--- src/rtl/mem_wb_pipe_reg.sv ---
// MEM->WB pipeline register for the ARM32 core.
// Holds up to two in-flight entries (head + skid) when SKID=1, or a single
// head entry when SKID=0. The head entry drives the writeback stage. Freeze
// holds everything and masks the handshake qualifiers. Flush drops all
// entries. A saturating counter records the cycles in which WB applies
// backpressure.
module mem_wb_pipe_reg #(
   parameter int DATA_W = 32,
   parameter int DEST_W = 4,
   parameter int SKID   = 1,
   parameter int CNT_W  = 16
) (
   input  logic              clk,
   input  logic              rst,
   input  logic              freeze,
   input  logic              flush,
   input  logic              in_valid,
   output logic              in_ready,
   input  logic              wb_en_in,
   input  logic              mem_r_en_in,
   input  logic [DATA_W-1:0] alu_res_in,
   input  logic [DATA_W-1:0] data_in,
   input  logic [DEST_W-1:0] dest_in,
   output logic              out_valid,
   input  logic              out_ready,
   output logic              wb_en_out,
   output logic              mem_r_en_out,
   output logic [DATA_W-1:0] alu_res_out,
   output logic [DATA_W-1:0] data_out,
   output logic [DEST_W-1:0] dest_out,
   output logic [DATA_W-1:0] wb_value_out,
   output logic [CNT_W-1:0]  stall_cnt
);

   typedef struct packed {
      logic              wb_en;
      logic              mem_r_en;
      logic [DATA_W-1:0] alu;
      logic [DATA_W-1:0] data;
      logic [DEST_W-1:0] dest;
   } entry_t;

   // Counter increment that sticks at the all-ones value instead of wrapping.
   function automatic logic [CNT_W-1:0] sat_inc(input logic [CNT_W-1:0] v);
      if (v == {CNT_W{1'b1}})
         return v;
      return v + {{(CNT_W-1){1'b0}}, 1'b1};
   endfunction

   // Writeback value selection: loads write memory data, others the ALU result.
   function automatic logic [DATA_W-1:0] wb_mux(input entry_t e);
      return e.mem_r_en ? e.data : e.alu;
   endfunction

   entry_t            r_hd;
   entry_t            r_sk;
   logic              r_hd_vld;
   logic              r_sk_vld;
   logic [CNT_W-1:0]  r_stall_cnt;

   entry_t            w_in_ent;
   entry_t            w_hd_nxt;
   entry_t            w_sk_nxt;
   logic              w_hd_vld_nxt;
   logic              w_sk_vld_nxt;
   logic              w_in_ready;
   logic              w_out_valid;
   logic              w_acc;
   logic              w_con;
   logic              w_stall;

   assign w_in_ent = {wb_en_in, mem_r_en_in, alu_res_in, data_in, dest_in};

   // Handshake qualifiers. With the skid buffer, in_ready depends only on
   // registered state (and freeze), so the ready path from WB is cut.
   always_comb begin
      w_out_valid = r_hd_vld & ~freeze;
      if (SKID != 0)
         w_in_ready = ~r_sk_vld & ~freeze;
      else
         w_in_ready = (~r_hd_vld | out_ready) & ~freeze;
      w_acc   = in_valid & w_in_ready;
      w_con   = w_out_valid & out_ready;
      w_stall = w_out_valid & ~out_ready;
   end

   // Next-state selection for head and skid entries (flush > freeze > update).
   always_comb begin
      w_hd_nxt     = r_hd;
      w_sk_nxt     = r_sk;
      w_hd_vld_nxt = r_hd_vld;
      w_sk_vld_nxt = r_sk_vld;
      if (flush) begin
         w_hd_vld_nxt = 1'b0;
         w_sk_vld_nxt = 1'b0;
      end else if (!freeze) begin
         if (SKID != 0) begin
            if (r_hd_vld && !w_con) begin
               // Head is stuck: a new entry parks in the skid slot.
               if (w_acc) begin
                  w_sk_nxt     = w_in_ent;
                  w_sk_vld_nxt = 1'b1;
               end
            end else if (r_sk_vld) begin
               // Head left (or was empty): the older skid entry moves up.
               // in_ready was low, so no new entry can arrive this edge.
               w_hd_nxt     = r_sk;
               w_hd_vld_nxt = 1'b1;
               w_sk_vld_nxt = 1'b0;
            end else if (w_acc) begin
               w_hd_nxt     = w_in_ent;
               w_hd_vld_nxt = 1'b1;
            end else begin
               w_hd_vld_nxt = 1'b0;
            end
         end else begin
            if (w_acc) begin
               w_hd_nxt     = w_in_ent;
               w_hd_vld_nxt = 1'b1;
            end else if (w_con) begin
               w_hd_vld_nxt = 1'b0;
            end
         end
      end
   end

   // State registers and stall counter; reset clears every field.
   always_ff @(posedge clk) begin
      if (rst) begin
         r_hd        <= '0;
         r_sk        <= '0;
         r_hd_vld    <= 1'b0;
         r_sk_vld    <= 1'b0;
         r_stall_cnt <= '0;
      end else begin
         r_hd     <= w_hd_nxt;
         r_sk     <= w_sk_nxt;
         r_hd_vld <= w_hd_vld_nxt;
         r_sk_vld <= w_sk_vld_nxt;
         if (w_stall)
            r_stall_cnt <= sat_inc(r_stall_cnt);
      end
   end

   // Output drive from the head entry; wb_en is gated so bubbles never write.
   always_comb begin
      in_ready     = w_in_ready;
      out_valid    = w_out_valid;
      wb_en_out    = r_hd.wb_en & w_out_valid;
      mem_r_en_out = r_hd.mem_r_en;
      alu_res_out  = r_hd.alu;
      data_out     = r_hd.data;
      dest_out     = r_hd.dest;
      wb_value_out = wb_mux(r_hd);
      stall_cnt    = r_stall_cnt;
   end

endmodule

--- config.mk ---
export PLATFORM = sky130hd
export DESIGN_NAME = mem_wb_pipe_reg
export DESIGN_NICKNAME = d
export VERILOG_FILES = /design/src/rtl/mem_wb_pipe_reg.sv
export SDC_FILE = /design/constraint.sdc
export NUM_CORES = 1
export LEC_CHECK = 0
export ABC_AREA = 1
export BUFFER_PORTS_ARGS = -buffer_cell sky130_fd_sc_hd__buf_2
export CAP_MARGIN = 20
export CORE_MARGIN = 3
export CORE_UTILIZATION = 58
export CTS_CLUSTER_SIZE = 28
export DETAILED_ROUTE_END_ITERATION = 12
export GPL_ROUTABILITY_DRIVEN = 0
export GPL_TIMING_DRIVEN = 0
export MAX_ROUTING_LAYER = met4
export PLACE_DENSITY = 0.9
export SLEW_MARGIN = 5
export SYNTH_ARGS = -nofsm -noshare
export SYNTH_HDL_FRONTEND = slang
export SYNTH_SLANG_ARGS = --single-unit
export TNS_END_PERCENT = 20
--- constraint.sdc ---
create_clock -name clk -period 2.95 [get_ports clk]
set_input_delay 0.295 -clock clk [delete_from_list [all_inputs] [get_ports clk]]
set_output_delay 0.295 -clock clk [all_outputs]
set_load 0.1 [all_outputs]
**Word level (Yosys, flattened, before mapping)**

Index checks and enable logic that the tools add are counted.

- Bits in registers: 158
- Bits of input ports: 76
- Output and inout port bits: 120
- Word-level logic and storage cells: 48

- Add/sub/neg operators: 1
- Equality and inequality tests: 3
- Multiplexer cells: 11
- Bitwise logic cells: 11
- Reduce and logical (&&, ||, !) cells: 9

Operators by type and width:

| cell | number |
|---|---|
| 70-bit 2-to-1 mux | 2 |
| 32-bit 2-to-1 mux | 1 |
| 16-bit by 1-bit adder with 16-bit output (second input constant) | 1 |
| 16-bit == test (second input constant) | 1 |
| 16-bit 2-to-1 mux | 1 |
| 4-bit AND reduction | 2 |
| 1-bit 2-to-1 mux | 7 |
| 1-bit bitwise AND | 6 |
| 2-bit AND reduction | 3 |
| 1-bit NOT | 5 |
| 2-bit inequality test (second input constant) | 2 |
| 2-bit nonzero test | 1 |
| 2-bit OR reduction | 1 |
| 1-bit logical AND | 1 |
| 1-bit zero test | 1 |

**Logic depth before layout (Yosys ltp)**

Gate-level depths: netlist (run 1).

- Word-level depth: 7
- Mapped depth: 9
- Depth with buffers taken out: 9

**Least setup slack after synthesis (run 1)**

No wires, ideal clock.

- Path kind: reg-to-output
- Start point: reg r_hd (netlist bit mem_r_en_out)
- End point: out wb_value_out[23]
- Arrival time: 3.257 ns
- Required time: 2.655 ns
- Slack: -0.602 ns
- Stages on the path, launching flop included: 4
- Buffers on the path: 2
- Cells stage by stage: dfxtp_1 -> clkbuf_1 -> clkbuf_1 -> o21ai_0

- Cells in the longest elaborated chain, start to end: 1

Ends and longest elaborated chain:

| element | RTL line | RTL |
|---|---|---|
| from (decl) | 55 | `entry_t r_hd;` |
| from (signal assigned) | 136 | `r_hd <= w_hd_nxt;` |
| 32-bit 2-to-1 mux | 52 | `return e.mem_r_en ? e.data : e.alu;` |
| to (decl) | 31 | `output logic [DATA_W-1:0] wb_value_out,` |

Every way passes these cells.

**Worst setup path in the final report (run 1)**

- Start point: reg r_hd (netlist bit mem_r_en_out)
- End point: out wb_value_out[30]

The elaborated chain is that of the path after synthesis.

==> key figures, run 1 <==
Run status
  • Run status: finished clean

Synthesis
  • Largest family of logic cells by synthesized area: compound AO/OA/AOI/OAI gates
  • Synth Register Bits: 158
  • Cell Area, Synth: 7900 µm²
  • Yosys warnings: 0
  • Synth Area in XOR/XNOR: 0.6652%
  • Syn Inst Count: 1164
  • Post-synthesis adder-cell area fraction: 0.1584%
  • Mux contribution to synthesized area: 0%
  • Post-synthesis compound-gate area fraction: 22.74%
  • Simple-Gate Fraction of Synth Area: 15.73%
  • Post-synthesis sequential area ratio: 40.04%
  • Yosys cell types: 24
  • Syn avg cell area: 6.787 µm²
  • Syn Nets: 1241

STA
  • Unrepaired setup endpoints after global routing: no
  • Worst-margin pin slew: 0.5890 ns
  • Final setup viols: 0
  • Final Max Tran Viols: 0
  • Final worst-path cycle share: 90.19%
  • Slew HR: 60.73%
  • Final Skew: 0.01348 ns
  • Final Hold Vio Count: 0
  • Highest clock rate: 375.8 MHz
  • Worst hold slack: 0.04466 ns
  • Period minus WS final: 2.661 ns

Global routing
  • Total Routing Usage GR: 31.29%
  • Antenna violations before repair: 2
  • Largest net degree at the start of global routing: 17
  • Number of global-route vias before repair: 7386
  • GRT overflow: 0
  • First-pass GRT wire length: 35970 µm

Pwr
  • Switching share of power: 27.73%
  • Sequential Power Share: 40.0%
  • Lkg Pwr: 4.492 nW
  • Power per cell area: 560.3 nW/µm²
  • Clock power share: 45.6%
  • VDD IR max: 465.4 µV
  • Int Pwr: 3.959 mW
  • Comb pwr share: 14.4%
  • P_sw: 1.519 mW

Critical path
  • Max FO, Critical Path: 10
  • Cells on worst reg2reg path: 9
  • Crit end category: output pin
  • R2r endpoint: stall_cnt[13]
  • CP arrival: 2.37 ns
  • Kind of critical path: flip-flop to output pin
  • Critical path launch point: mem_r_en_out
  • Setup crit start kind: flip-flop
  • Worst r2r src: stall_cnt[0]
  • Reg2Reg Setup Slack: 1.12 ns
  • Req. time, crit path: 2.65 ns

Clocking
  • # resized after CTS: 0
  • Clk_lat worst skew: 0.43 ns
  • CTS Buf Count: 17
  • H-tree depth: 4
  • CTS sink count: 158
  • Clock-pin slew on the worst setup and hold paths: 0.06 ns
  • CTS root buffer: clkbuf_16
  • # hold bufs at CTS: 0
  • Max Buffers Root-to-Sink: 2
  • CTS tree: built
  • Setup bufs post-CTS: 0

Floorplan
  • Core Area: 13300 µm²
  • DIE WIDTH: 122.7 µm
  • Rows: 42
  • I/O pin count: 196
  • Die area: 15060 µm²
  • Die height: 122.7 µm
  • Starting Density: 59.42%

Route
  • DRC Markers: 0
  • Via/cell ratio: 5.243
  • Final WL: 23560 µm
  • Routed WL per cell: 15.01 µm
  • Initial DRC count: 763
  • Number of routed nets with antenna violations: 0
  • Via count: 8226
  • Drt pass-1 iters: 6

Final layout
  • Synth-to-layout area growth: 23.76%
  • Non-filler instance count after layout: 1569
  • # nets final: 1455
  • Share of layout cells above drive strength 1: 24.37%

Min path
  • Hold Path Stages: 2
  • Hold endpoint: r_hd_vld
  • Hold Crit Class: input port to flip-flop
  • Hold_sp: flush

Place
  • Placed Cells incl. Taps: 1535
  • Port buffer count: 195
  • Post-DP HPWL: 16320 µm

Flow run
  • Max_cap viols: 0
synth_stat cells:
master | count | area [µm²]
nand2_1 | 203 | 762.0
inv_1 | 197 | 739.5
o21ai_0 | 195 | 975.9
dfxtp_1 | 158 | 3163
a21oi_1 | 141 | 705.7
buf_4 | 73 | 548.0
nand3_1 | 46 | 230.2
nor2_1 | 46 | 172.7
clkbuf_1 | 39 | 146.4
buf_2 | 21 | 105.1
o21ai_1 | 15 | 75.07
buf_6 | 7 | 78.83
xor2_1 | 6 | 52.55
clkbuf_2 | 3 | 15.01
nand4_1 | 3 | 18.77
nand2_2 | 2 | 12.51
nor2_4 | 2 | 22.52
a21oi_4 | 1 | 16.27
ha_1 | 1 | 12.51
nand4_2 | 1 | 12.51
nor2_2 | 1 | 6.260
nor3_1 | 1 | 5.000
o21a_1 | 1 | 7.510
o21ai_4 | 1 | 16.27
power by group through the flow:
stage / logic (mW) / registers (mW) / clock network, mW
6_report: 0.787 / 2.19 / 2.50
2_1_floorplan: 0.585 / 2.25 / 0
3_5_place_dp: 0.776 / 2.24 / 0
3_3_place_gp: 0.766 / 2.24 / 0
4_1_cts: 0.783 / 2.19 / 2.50
5_1_grt: 0.831 / 2.20 / 2.59
sequential cells by signal, summed over array words and instances (netlist names):
name and count:
r_sk 70, alu_res_out 32, data_out 32, stall_cnt 16, dest_out 4, mem_r_en_out 1, r_hd 1, r_hd_vld 1
r_sk_vld 1
cell usage in the layout (no fill, tap or decap), types with 2 or more instances in the layout:
master     Yosys  routed
o21ai_1       15      15
dfxtp_1      158     158
a21oi_1      141     141
nand2_2        2       2
bufinv_16      0       5
inv_1        197     197
buf_6          7       7
buf_4         73      73
nand4_1        3       3
clkbuf_16      0      17
clkbuf_8       0       5
nand2_1      203     203
nor2_4         2       2
clkinv_2       0       3
clkbuf_1      39      39
buf_2         21     216
nand3_1       46      46
diode_2        0       2
clkbuf_2       3       3
o21ai_0      195     195
xor2_1         6       6
nor2_1        46      46
stage by stage:
stage | utilization (%) | TNS (ns) | area [µm²] | total power [mW] | setup WS (ns)
after detailed placement | 68.42 | 0 | 9096 | 3.014 | 0.7495
final | 73.54 | 0 | 9777 | 5.478 | 0.2893
after floorplan | - | -16.51 | 7900 | 2.834 | -0.6022
after global placement | 68.42 | 0 | 9096 | 3.004 | 0.7264
after CTS | 73.50 | 0 | 9772 | 5.471 | 0.2744
after global routing | 73.54 | 0 | 9777 | 5.616 | 0.1183
worst max-delay path by stage:
stage,end,cells after the start,slack [ns]
2_1_floorplan,wb_value_out[23],3,-0.60
3_3_place_gp,wb_value_out[30],5,0.73
3_5_place_dp,wb_value_out[12],5,0.75
4_1_cts,wb_value_out[12],5,0.27
5_1_grt,wb_value_out[24],5,0.12
6_report,wb_value_out[30],5,0.29
routing by layer:
| metal | vias up | GRT usage [%] | wire length [µm] |
|---|---|---|---|
| met5 | - | - | 0 |
| met1 | 3739 | 39.00 | 9757 |
| met4 | 0 | 10.43 | 525 |
| met2 | 400 | 50.84 | 11460 |
| li1 | 4033 | - | - |
| met3 | 54 | 6.359 | 1810 |
final cells by class:
type	instances	area [µm²]
buffer	143	893.4
sequential	158	3163
inverter	197	739.5
tap	176	220.2
multi-input combinational	666	3104
fill	1054	3518
clock inverter	10	181.4
antenna	2	5.005
timing repair buffer	195	975.9
clock buffer	22	494.2
worst max-delay path: stages (launching register included):
cell	delay [ns]
dfxtp_1	0.38
clkbuf_1	0.37
clkbuf_1	0.45
nand2_1	0.15
o21ai_0	0.13
buf_2	0.47
cells by family after synthesis:
kind of cell,count (synthesis)
buffers and inverters,340
DFF,158
adders and majority gates,1
AOI/OAI and AO/OA,354
and+or+nand+nor,305
xor gates and xnor gates,6
Note: power is estimated with default switching activity, not from simulation.
==> run 2: changes to the inputs <==
--- a/config.mk
+++ b/config.mk
@@ -5,11 +5,10 @@
 export SDC_FILE = /design/constraint.sdc
 export NUM_CORES = 1
 export LEC_CHECK = 0
-export ABC_AREA = 1
 export BUFFER_PORTS_ARGS = -buffer_cell sky130_fd_sc_hd__buf_2
 export CAP_MARGIN = 20
 export CORE_MARGIN = 3
-export CORE_UTILIZATION = 58
+export CORE_UTILIZATION = 57
 export CTS_CLUSTER_SIZE = 28
 export DETAILED_ROUTE_END_ITERATION = 12
 export GPL_ROUTABILITY_DRIVEN = 0
==> run 2 against run 1 <==
Net effect: critical endpoint is now wb_value_out[19]; sequential power grew 2%; register-to-register slack lost 0.23 ns; count of clock-buffer cells in the layout grew 4; highest routed layer unchanged; hold slack gained 0.054 ns; wire length shrank 11%; global-route usage shrank 1.4 points; first-iteration DRC count shrank 20%; fmax shrank 4.0%.
==> key figures, run 2 <==
STA
  • Final Skew: 0.004420 ns
  • Final setup viols: 0
  • Slew HR: 48.77%
  • Final Hold Vio Count: 0
  • Fin worst setup slack: 0.1785 ns
  • Highest clock rate: 360.8 MHz
  • Final worst-path cycle share: 93.95%
  • Setup TNS: 0 ns
  • Unrepaired setup endpoints after global routing: no
  • Final Max Tran Viols: 0
  • Period minus WS final: 2.771 ns
  • Worst hold slack: 0.09911 ns
  • Worst-margin pin slew: 0.7685 ns

Pwr
  • Comb pwr share: 19.4%
  • P_sw: 1.724 mW
  • Int Pwr: 3.794 mW
  • Sequential Power Share: 40.7%
  • VDD IR max: 317.3 µV
  • Lkg Pwr: 3.691 nW
  • Clock power share: 39.9%
  • Switching share of power: 31.25%
  • Power per cell area: 610.6 nW/µm²

Critical path
  • Kind of critical path: flip-flop to output pin
  • Setup crit start kind: flip-flop
  • CP max stage delay: 0.56 ns
  • Slowest cell on the critical path: clkbuf_1
  • CP delay by family, top: buffers and inverters
  • Crit path top cell by count: clkbuf_1
  • Max FO, Critical Path: 10
  • CP Buf/Inv Count: 3
  • Cell Chain, Critical Path: clkbuf_1 > clkbuf_1 > mux2_2 > buf_2
  • R2r endpoint: r_sk[49]
  • Crit end category: output pin
  • Reg2Reg Setup Slack: 0.89 ns
  • Worst r2r src: r_hd_vld
  • Req. time, crit path: 2.65 ns
  • CP arrival: 2.48 ns
  • Cells on worst reg2reg path: 5

Final layout
  • Final core utilization: 74.00%
  • Most frequent cells in the layout: 207 x buf_2, 158 x dfxtp_1, 146 x nand2_1, 79 x a21oi_1, 78 x nor2_1
  • Register area: 3163 µm²
  • Share of layout cells above drive strength 1: 32.39%
  • Multi-input gate area: 3316 µm²
  • Fillers: 945
  • Commonest non-fill, non-tap cell in the layout: buf_2
  • Synth-to-layout area growth: 24.45%
  • # nets final: 1123
  • Max reg flops: 70
  • Largest Register: r_sk

Min path
  • Hold endpoint: r_hd_vld
  • Hold_sp: flush
  • Hold Path Stages: 2
  • Hold Crit Class: input port to flip-flop

Synthesis
  • Most frequent cell after synthesis: dfxtp_1
  • Asr flop ratio synth: 0%
  • Synth area leaders: dfxtp_1 44%, mux2i_1 10%, nand2_1 7.5%
  • Cell Area, Synth: 7261 µm²
  • Yosys warnings: 0
  • Synth Register Bits: 158
  • Post-synth top area share: 43.56%
  • Synth area leader: dfxtp_1
  • Post-synthesis sequential area ratio: 43.56%
  • Yosys cell types: 42
  • Syn Inst Count: 833
  • EDFF count, synth: 0
  • Syn Nets: 910
  • Syn avg cell area: 8.716 µm²
  • Ys flop type: dfxtp_1
  • Synth top cells by count: 158 x dfxtp_1, 146 x nand2_1, 79 x a21oi_1, 78 x nor2_1, 73 x mux2i_1

Clocking
  • CTS root buffer: clkbuf_16
  • CTS Buf Count: 17
  • Clk_lat worst skew: 0.43 ns
  • CTS tree: built
  • Clock-pin slew on the worst setup and hold paths: 0.06 ns
  • Max Buffers Root-to-Sink: 2
  • # resized after CTS: 0
  • Setup bufs post-CTS: 0
  • # hold bufs at CTS: 0
  • CTS sink count: 158
  • H-tree depth: 4

Global routing
  • Largest net degree at the start of global routing: 17
  • First-pass GRT wire length: 32630 µm
  • GRT overflow: 0
  • Total Routing Usage GR: 29.85%
  • Antenna violations before repair: 2
  • Number of global-route vias before repair: 6432

Route
  • Via count: 6818
  • Number of routed nets with antenna violations: 0
  • Routed WL per cell: 17.06 µm
  • Drt pass-1 iters: 5
  • DRC Markers: 0
  • Final WL: 20970 µm
  • Initial DRC count: 614
  • Via/cell ratio: 5.548

Floorplan
  • Rows: 40
  • Core Area: 12210 µm²
  • Die area: 14130 µm²
  • Starting Density: 59.46%
  • DIE WIDTH: 118.9 µm
  • Die height: 118.9 µm
  • I/O pin count: 196

Run status
  • Run status: finished clean

Place
  • Placement Setup Slack: 0.6674 ns
  • Post-DP HPWL: 15100 µm
  • Port buffer count: 194

Flow run
  • Max_cap viols: 0
==> run 2: cell types whose count changed in the layout (fill, tap and decap cells not counted), sizes merged, moves of 42 or more <==
cell,delta
o21ai,-205
inv,-193
nand2,-59
mux2i,+73
nand3,-42
a21oi,-63
a211oi,+71
==> run 2: routing by layer <==
layer / part of all wire (%) / up-vias / GRT usage [%]
li1: - / 3238 / -
met1: 41 / 3232 / 36.08
met2: 49 / 299 / 48.28
met3: 6.9 / 49 / 6.743
met4: 2.6 / 0 / 12.60
met5: 0 / - / -
==> run 2: logic make-up (layout without fill, tap and decap cells) <==
kind of cell / Yosys count / after routing / synth area share (%)
multiplexers: 106 / 106 / 15.18
AO/OA/AOI/OAI: 168 / 168 / 14.53
buffers and inverters: 134 / 360 / 10.77
AND/OR/NAND/NOR: 266 / 266 / 15.79
adder cells (fa/ha/maj): 1 / 1 / 0.1723
flip-flops: 158 / 158 / 43.56
other: 0 / 2 / 0
==> run 2: power by group through the flow <==
stage	Combinational (mW)	Clock, mW	Sequential, mW
finish	1.07	2.20	2.24
global placement	1.06	0	2.29
floorplan	0.865	0	2.27
CTS	1.07	2.20	2.24
detailed placement	1.07	0	2.29
global route	1.12	2.29	2.25
==> run 2: final cells by class <==
type                    count  share of cell area (%)
clock inverters             6                  0.8862
multi-input cells         541                   36.69
diodes                      2                 0.05539
inverters                   4                  0.1662
flip-flops and latches    158                   35.00
repair buffers            194                   10.74
plain buffers             130                   8.488
well taps                 168                   2.326
clock buffers              26                   5.636
==> run 2: how the worst max path moves through the flow <==
stage | start | to | slack, ns | depth (start not counted)
finish | mem_r_en_out | wb_value_out[19] | 0.18 | 4
global route | mem_r_en_out | wb_value_out[12] | 0.11 | 4
CTS | mem_r_en_out | wb_value_out[19] | 0.21 | 4
detailed placement | mem_r_en_out | wb_value_out[19] | 0.67 | 4
global placement | mem_r_en_out | wb_value_out[19] | 0.69 | 4
floorplan | stall_cnt[0] | stall_cnt[10] | 0.38 | 6
==> run 2: per-stage QoR <==
stage,power [mW],cells,instance area (µm²)
finish,5.518,1229,9036
global route,5.653,1229,9036
CTS,5.511,1227,9031
detailed placement,3.354,1195,8442
global placement,3.342,1195,8442
floorplan,3.138,833,7261
==> run 2: worst reg2reg max path: cells and delay by family, from the launching register on <==
| family | cells | cell delay (ns) |
|---|---|---|
| and+or+nand+nor | 3 | 1.01 |
| DFF | 1 | 0.44 |
| buffers and inverters | 1 | 0.39 |
| AOI/OAI and AO/OA | 1 | 0.07 |
